==> config.mk <==
export PLATFORM = sky130hd
export DESIGN_NAME = fetch_unit
export DESIGN_NICKNAME = d
export VERILOG_FILES = /design/src/rtl/fetch_unit.sv
export SDC_FILE = /design/constraint.sdc
export NUM_CORES = 1
export LEC_CHECK = 0
export ABC_AREA = 1
export ABC_CLOCK_PERIOD_IN_PS = 1890
export BUFFER_PORTS_ARGS = -buffer_cell sky130_fd_sc_hd__buf_2
export CORE_ASPECT_RATIO = 0.7
export CORE_UTILIZATION = 51
export DETAILED_ROUTE_END_ITERATION = 16
export HOLD_SLACK_MARGIN = 0.1
export PLACE_DENSITY = 0.81
export SKIP_CTS_REPAIR_TIMING = 1
export SLEW_MARGIN = 20
export SYNTH_ARGS = -nofsm -noshare
export SYNTH_HDL_FRONTEND = slang
export SYNTH_SLANG_ARGS = --single-unit
==> constraint.sdc <==
create_clock -name clk -period 1.89 [get_ports clk]
set_input_delay 0.189 -clock clk [delete_from_list [all_inputs] [get_ports clk]]
set_output_delay 0.189 -clock clk [all_outputs]
set_load 0.02 [all_outputs]
==> src/rtl/fetch_unit.sv <==
// Instruction-fetch stage: PC, single-outstanding imem requests, one-entry output slot.
// Optional fetch counter enabled with FETCH_PERF_CNT_EN.
module fetch_unit #(
    parameter logic [31:0] RESET_PC = 32'h0000_0000
) (
    input  logic        clk,
    input  logic        rst_n,
    output logic        imem_req,
    output logic [31:0] imem_addr,
    input  logic        imem_ready,
    input  logic        imem_rvalid,
    input  logic [31:0] imem_rdata,
    input  logic        redirect_valid,
    input  logic [31:0] redirect_pc,
    input  logic        halt,
    output logic        ir_valid,
    output logic [31:0] ir,
    output logic [31:0] ir_pc,
    input  logic        ir_ready,
`ifdef FETCH_PERF_CNT_EN
    output logic [31:0] fetch_count,
`endif
    output logic        halted
);

    typedef enum logic [1:0] {StReq, StWait, StHalted} state_e;

    state_e      state;
    logic [31:0] pc;
    logic        drop;
    logic        consume;
    logic [31:0] target;

    assign consume   = ir_valid && ir_ready;
    assign target    = redirect_pc & ~32'h3;
    assign imem_addr = pc;
    assign imem_req  = (state == StReq) && !redirect_valid && (!ir_valid || ir_ready);

    always_ff @(posedge clk or negedge rst_n) begin
        if (!rst_n) begin
            state    <= StReq;
            pc       <= RESET_PC;
            drop     <= 1'b0;
            ir_valid <= 1'b0;
            ir       <= 32'h0;
            ir_pc    <= 32'h0;
            halted   <= 1'b0;
        end else begin
            if (consume) begin
                ir_valid <= 1'b0;
            end
            case (state)
                StReq: begin
                    if (redirect_valid) begin
                        pc       <= target;
                        ir_valid <= 1'b0;
                    end else if (consume && halt) begin
                        // A request accepted this same cycle is left to die in HALTED
                        state    <= StHalted;
                        halted   <= 1'b1;
                        ir_valid <= 1'b0;
                    end else if (imem_req && imem_ready) begin
                        state <= StWait;
                    end
                end
                StWait: begin
                    if (redirect_valid) begin
                        pc       <= target;
                        ir_valid <= 1'b0;
                        if (imem_rvalid) begin
                            drop  <= 1'b0;
                            state <= StReq;
                        end else begin
                            drop <= 1'b1;
                        end
                    end else if (consume && halt) begin
                        state    <= StHalted;
                        halted   <= 1'b1;
                        ir_valid <= 1'b0;
                    end else if (imem_rvalid) begin
                        state <= StReq;
                        if (drop) begin
                            drop <= 1'b0;
                        end else begin
                            ir       <= imem_rdata;
                            ir_pc    <= pc;
                            ir_valid <= 1'b1;
                            pc       <= pc + 32'd4;
                        end
                    end
                end
                StHalted: begin
                end
                default: state <= StReq;
            endcase
        end
    end

`ifdef FETCH_PERF_CNT_EN
    logic fill;

    // Mirrors the slot-write condition of the WAIT branch above
    assign fill = (state == StWait) && imem_rvalid && !drop && !redirect_valid
                  && !(consume && halt);

    always_ff @(posedge clk or negedge rst_n) begin
        if (!rst_n) begin
            fetch_count <= 32'h0;
        end else if (fill) begin
            fetch_count <= fetch_count + 32'd1;
        end
    end
`endif

endmodule

-- Word level (Yosys, flattened, before mapping)
Index checks and enable logic that the tools add are counted.
- register bits after elaboration: 101
- bits of input ports: 71
- output and inout port bits: 99
- word-level logic and storage cells: 63
- $add $sub $neg: 1
- equality and inequality tests: 9
- mux-type cells: 25
- bitwise logic cells: 4
- reduce and logical (&&, ||, !) cells: 17
- operators with widths (operator ; number):
    2-to-1 mux 32 bit ; 5
    one-hot mux 32 bit (2 select lines) ; 1
    adder 32 x 3 -> 32 bit, second input constant ; 1
    2-to-1 mux 2 bit ; 6
    2-to-1 mux 1 bit ; 11
    AND reduction 5 bit ; 2
    inequality test 3 bit, second input constant ; 3
    AND reduction 3 bit ; 3
    inequality test 2 bit, second input constant ; 3
    one-hot mux 2 bit (3 select lines) ; 1
    logical AND 1 bit ; 5
    NOT 1 bit ; 4
    nonzero test 2 bit ; 2
    inequality test 3 x 1 -> 1 bit, second input constant ; 1
    == test 2 x 1 -> 1 bit, second input constant ; 1
    == test 2 bit, second input constant ; 1
    zero test 1 bit ; 2
    zero test 2 bit ; 1
    one-hot mux 1 bit (2 select lines) ; 1
    OR reduction 2 bit ; 1
    logical OR 1 bit ; 1

-- Depth between registers and ports, before layout
- depth after elaboration: 8
- gate-level depth with buffers: 10
- mapped depth without buffers: 10

-- Least setup slack after synthesis
No wires, ideal clock.
- path type: reg2reg
- start: register pc[3], in the netlist imem_addr[3]
- end: register pc[30], in the netlist imem_addr[30]
- library setup time: 0.117 ns
- arrival: 1.527 ns
- data required time: 1.773 ns
- setup slack: 0.247 ns
- stages on the path, launching flop included: 11
- path buffers: 0
- period minus slack after synthesis: 1.643 ns
- cells stage by stage: dfrtp_1 ha_1 nand2_1 nor2_2 nand2_1 nor2_1 nand2_1 nand2_1 nand3_1 nand2_1 nand2_1
- word-level cells in the longest chain between the ends: 6
- RTL lines (what ; line ; source):
    start: declaration ; 29 ; logic [31:0] pc;
    start signal: assignment ; 55 ; pc <= target;
    start signal: assignment ; 68 ; pc <= target;
    start signal: assignment ; 88 ; pc <= pc + 32'd4;
    adder 32 x 3 -> 32 bit ; 88 ;
    2-to-1 mux 32 bit ; 82 ; if (drop) begin
    2-to-1 mux 32 bit ; 80 ; end else if (imem_rvalid) begin
    2-to-1 mux 32 bit ; 76 ; end else if (consume && halt) begin
    2-to-1 mux 32 bit ; 67 ; if (redirect_valid) begin
    one-hot mux 32 bit (2 select lines) ; 52 ; case (state)
No other way between the ends. The select of a mux whose other input is x is not followed.
A chain may end at the register's enable or synchronous reset.

-- Final worst setup path
- start: register state[1]
- end: register ir[6]
- word-level cells in the longest chain between the ends: 2
- RTL lines (what ; line ; source):
    start: declaration ; 28 ; state_e state;
    start signal: assignment ; 41 ; state <= StReq;
    start signal: assignment ; 59 ; state <= StHalted;
    start signal: assignment ; 63 ; state <= StWait;
    == test 2 x 1 -> 1 bit ; 52 ;
    AND reduction 5 bit (no source line) ; -- ;
    end signal: assignment ; 85 ; ir <= imem_rdata;
    end: declaration ; 17 ; output logic [31:0] ir,
No other way between the ends.

==> summary.md <==
| Metric | Value |
|---|---|
| Sink Count | `97` |
| Post-Syn Area | `4950 sq um` |
| Detailed-route wire length per cell | `14.2 microns` |
| Post-synth EDFFs | `0` |
| Skew final | `0.00555 ns` |
| Share of post-route cells with drive strength above 1 | `24.1%` |
| Largest net degree at the start of global routing | `126` |
| Ant. Diodes | `0` |
| R2R cell count | `7` |
| Number of global-route vias before repair | `4,472` |
| Netlist cell types | `30` |
| Total GRT Usage | `28.4%` |
| RSZ-0062 raised after global routing | `true` |
| CP Launch Type | `register` |
| Post-placement cell count | `939` |
| First-pass GRT wire length | `22,300 microns` |
| GPL Wtd Cong | `0.946` |
| #FFs+latches synth | `97` |
| Worst endpoint required time | `2.08 ns` |
| DRT antenna net count | `0` |
| Post-synth top cells | `211 x nand2_1, 97 x dfrtp_1, 93 x nor2_1` |
| Final setup vio count | `0` |
| Max_cap viols | `0` |
| Seq/Total Area, Yosys | `49.0%` |
| DRC Markers | `0` |
| Core Rows | `29` |
| Post-layout util | `67.6%` |
| Worst Slack Setup Final | `0.113 ns` |
| Tcrit/Tclk final | `94.0%` |
| Core area | `9250 sq um` |
| Root buffer cell | `clkbuf_16` |
| Clock Path Buffers | `2` |
| Starting Density | `53.5%` |
| Critical Path End Type | `register` |
| Post-DP HPWL | `10,200 microns` |
| Worst ir drop on vdd | `0.887 mV` |
| Non-filler cells, final | `965` |
| IO Port Bufs | `163` |
| Initial antenna violation count | `0` |
| Outcome | `finished, final reports clean` |
| Overflow after GRT | `0` |
| H-tree levels | `3` |
| CTS Buf Count | `9` |
| Post-Syn Instances | `668` |
| Synth area leaders | `dfrtp_1 49%, nand2_1 16%, nor2_1 7.0%` |
| CTS tree | `yes` |
| Crit path kind | `register to register` |
| Pwr Density | `1620 nW/um^2` |
| Yosys top cell by area | `dfrtp_1` |
| Number of iterations in the first detailed-routing pass | `5` |
| Max Fclk | `563 MHz` |
| Die area | `10,100 sq um` |
| Initial DRC count | `410` |
| Worst-Margin Slew | `0.505 ns` |
| IO Pins | `170` |
| Worst Hold Path Cells | `3` |
| Slew margin rel. | `66.3%` |
| Clock Latency Late Sink | `0.34 ns` |
| Drt total wl | `13,700 microns` |
| CP Max Fanout | `125` |
| Final hold violation count | `0` |
| Drt via density | `5.08` |
| Ys async rst share | `100%` |
| Count leader, synth | `nand2_1` |
| Synth Flop Type | `dfrtp_1` |
| Tot Pwr | `0.0101 W` |
| Nets | `909` |
| Worst Path Arrival | `1.97 ns` |
| Crit path time final | `1.78 ns` |
| Min-delay worst type | `input port to register` |
| Die Wd | `120 microns` |
| Post-synth top area share | `49.0%` |
| Yosys warnings | `0` |
| Area grow syn2layout | `26.2%` |
| Via count | `4,904` |
| Die height | `84.5 microns` |
| Max Slew Vio Count | `0` |
| LEAKAGE | `3.32 nW` |
| Worst slack at placement | `0.0560 ns` |
| Clock transition at path regs | `0.07 ns` |
| Syn_area_per_cell | `7.42 sq um` |
-- critical path, cell delays in order (launching register included) --
cell     delay, ns
dfrtp_1       0.45
nor2_4        0.18
nand2_4       0.15
inv_8         0.19
nand4_4       0.11
buf_12        0.24
nand2_1       0.12
o21ai_0       0.10
-- routing by layer --
| layer | track usage, % | vias up | share of wire (%) |
|---|---|---|---|
| li1 | - | 2436 | - |
| met1 | 41.0 | 2244 | 47 |
| met2 | 43.6 | 200 | 44 |
| met3 | 5.43 | 24 | 7.7 |
| met4 | 8.64 | 0 | 2.0 |
| met5 | 0 | - | 0 |
-- kinds of logic (layout without fill, tap and decap cells) --
logic type | after synthesis | in the layout | synth area share (%)
fa+ha+maj | 1 | 1 | 0.253
flops | 97 | 97 | 49.0
simple gates | 358 | 358 | 29.5
buf+inv | 104 | 274 | 9.78
xor+xnor | 2 | 2 | 0.354
other cells | 1 | 4 | 0.0757
compound gates | 105 | 105 | 11.1
-- flip-flops by register name, indices dropped and copies added, names as in the netlist --
name	flops
drop	1
ir	32
ir_valid	1
halted	1
imem_addr	30
state	2
ir_pc	30
-- report_power, final --
group / internal (W) / leakage (nW) / switching [W]
sequential: 0.00300 / 1.25 / 0.000818
clock: 0.000903 / 0.126 / 0.000807
combinational: 0.00150 / 1.94 / 0.00311
-- cell type report --
type / count / area (sq um)
timing repair buffer: 183 / 1030
clock buffer: 9 / 225
clock inverter: 6 / 51.3
sequential: 97 / 2430
tap: 124 / 155
inverter: 76 / 295
multi-input combinational: 470 / 2060
fill: 846 / 3000
-- metrics by stage --
| step | hold slack (ns) | instance area [sq um] | TNS [ns] |
|---|---|---|---|
| after floorplan | -0.107 | 4960 | 0 |
| after global placement | 0.149 | 5850 | 0 |
| after detailed placement | 0.157 | 5850 | 0 |
| after CTS | -0.213 | 6130 | 0 |
| after global routing | 0.100 | 6250 | -0.00537 |
| final | 0.0779 | 6250 | 0 |
-- cell usage in the layout (no fill, tap or decap), types with 9 or more instances in the layout --
master and count:
buf_2 162, clkbuf_16 9, dfrtp_1 97, dlygate4sd3_1 11, inv_1 73, nand2_1 211, nand3_1 38, nor2_1 91
o21ai_0 29, o21ai_1 58
-- path summary, 6_finish.rpt --
path	slack, ns	to	from
worst max-delay path	0.11	ir[6]$_DFFE_PN0P_	state[1]$_DFFE_PN0P_
worst min-delay path	0.08	ir[21]$_DFFE_PN0P_	imem_rdata[21]
worst max register to register	0.11	ir[6]$_DFFE_PN0P_	state[1]$_DFFE_PN0P_
worst min register to register	0.48	halted$_DFFE_PN0P_	halted$_DFFE_PN0P_
max in group asynchronous	0.95	ir[11]$_DFFE_PN0P_	rst_n
min in group asynchronous	0.32	imem_addr[28]$_DFFE_PN0P_	rst_n
Power figures use the tool's default switching activity.
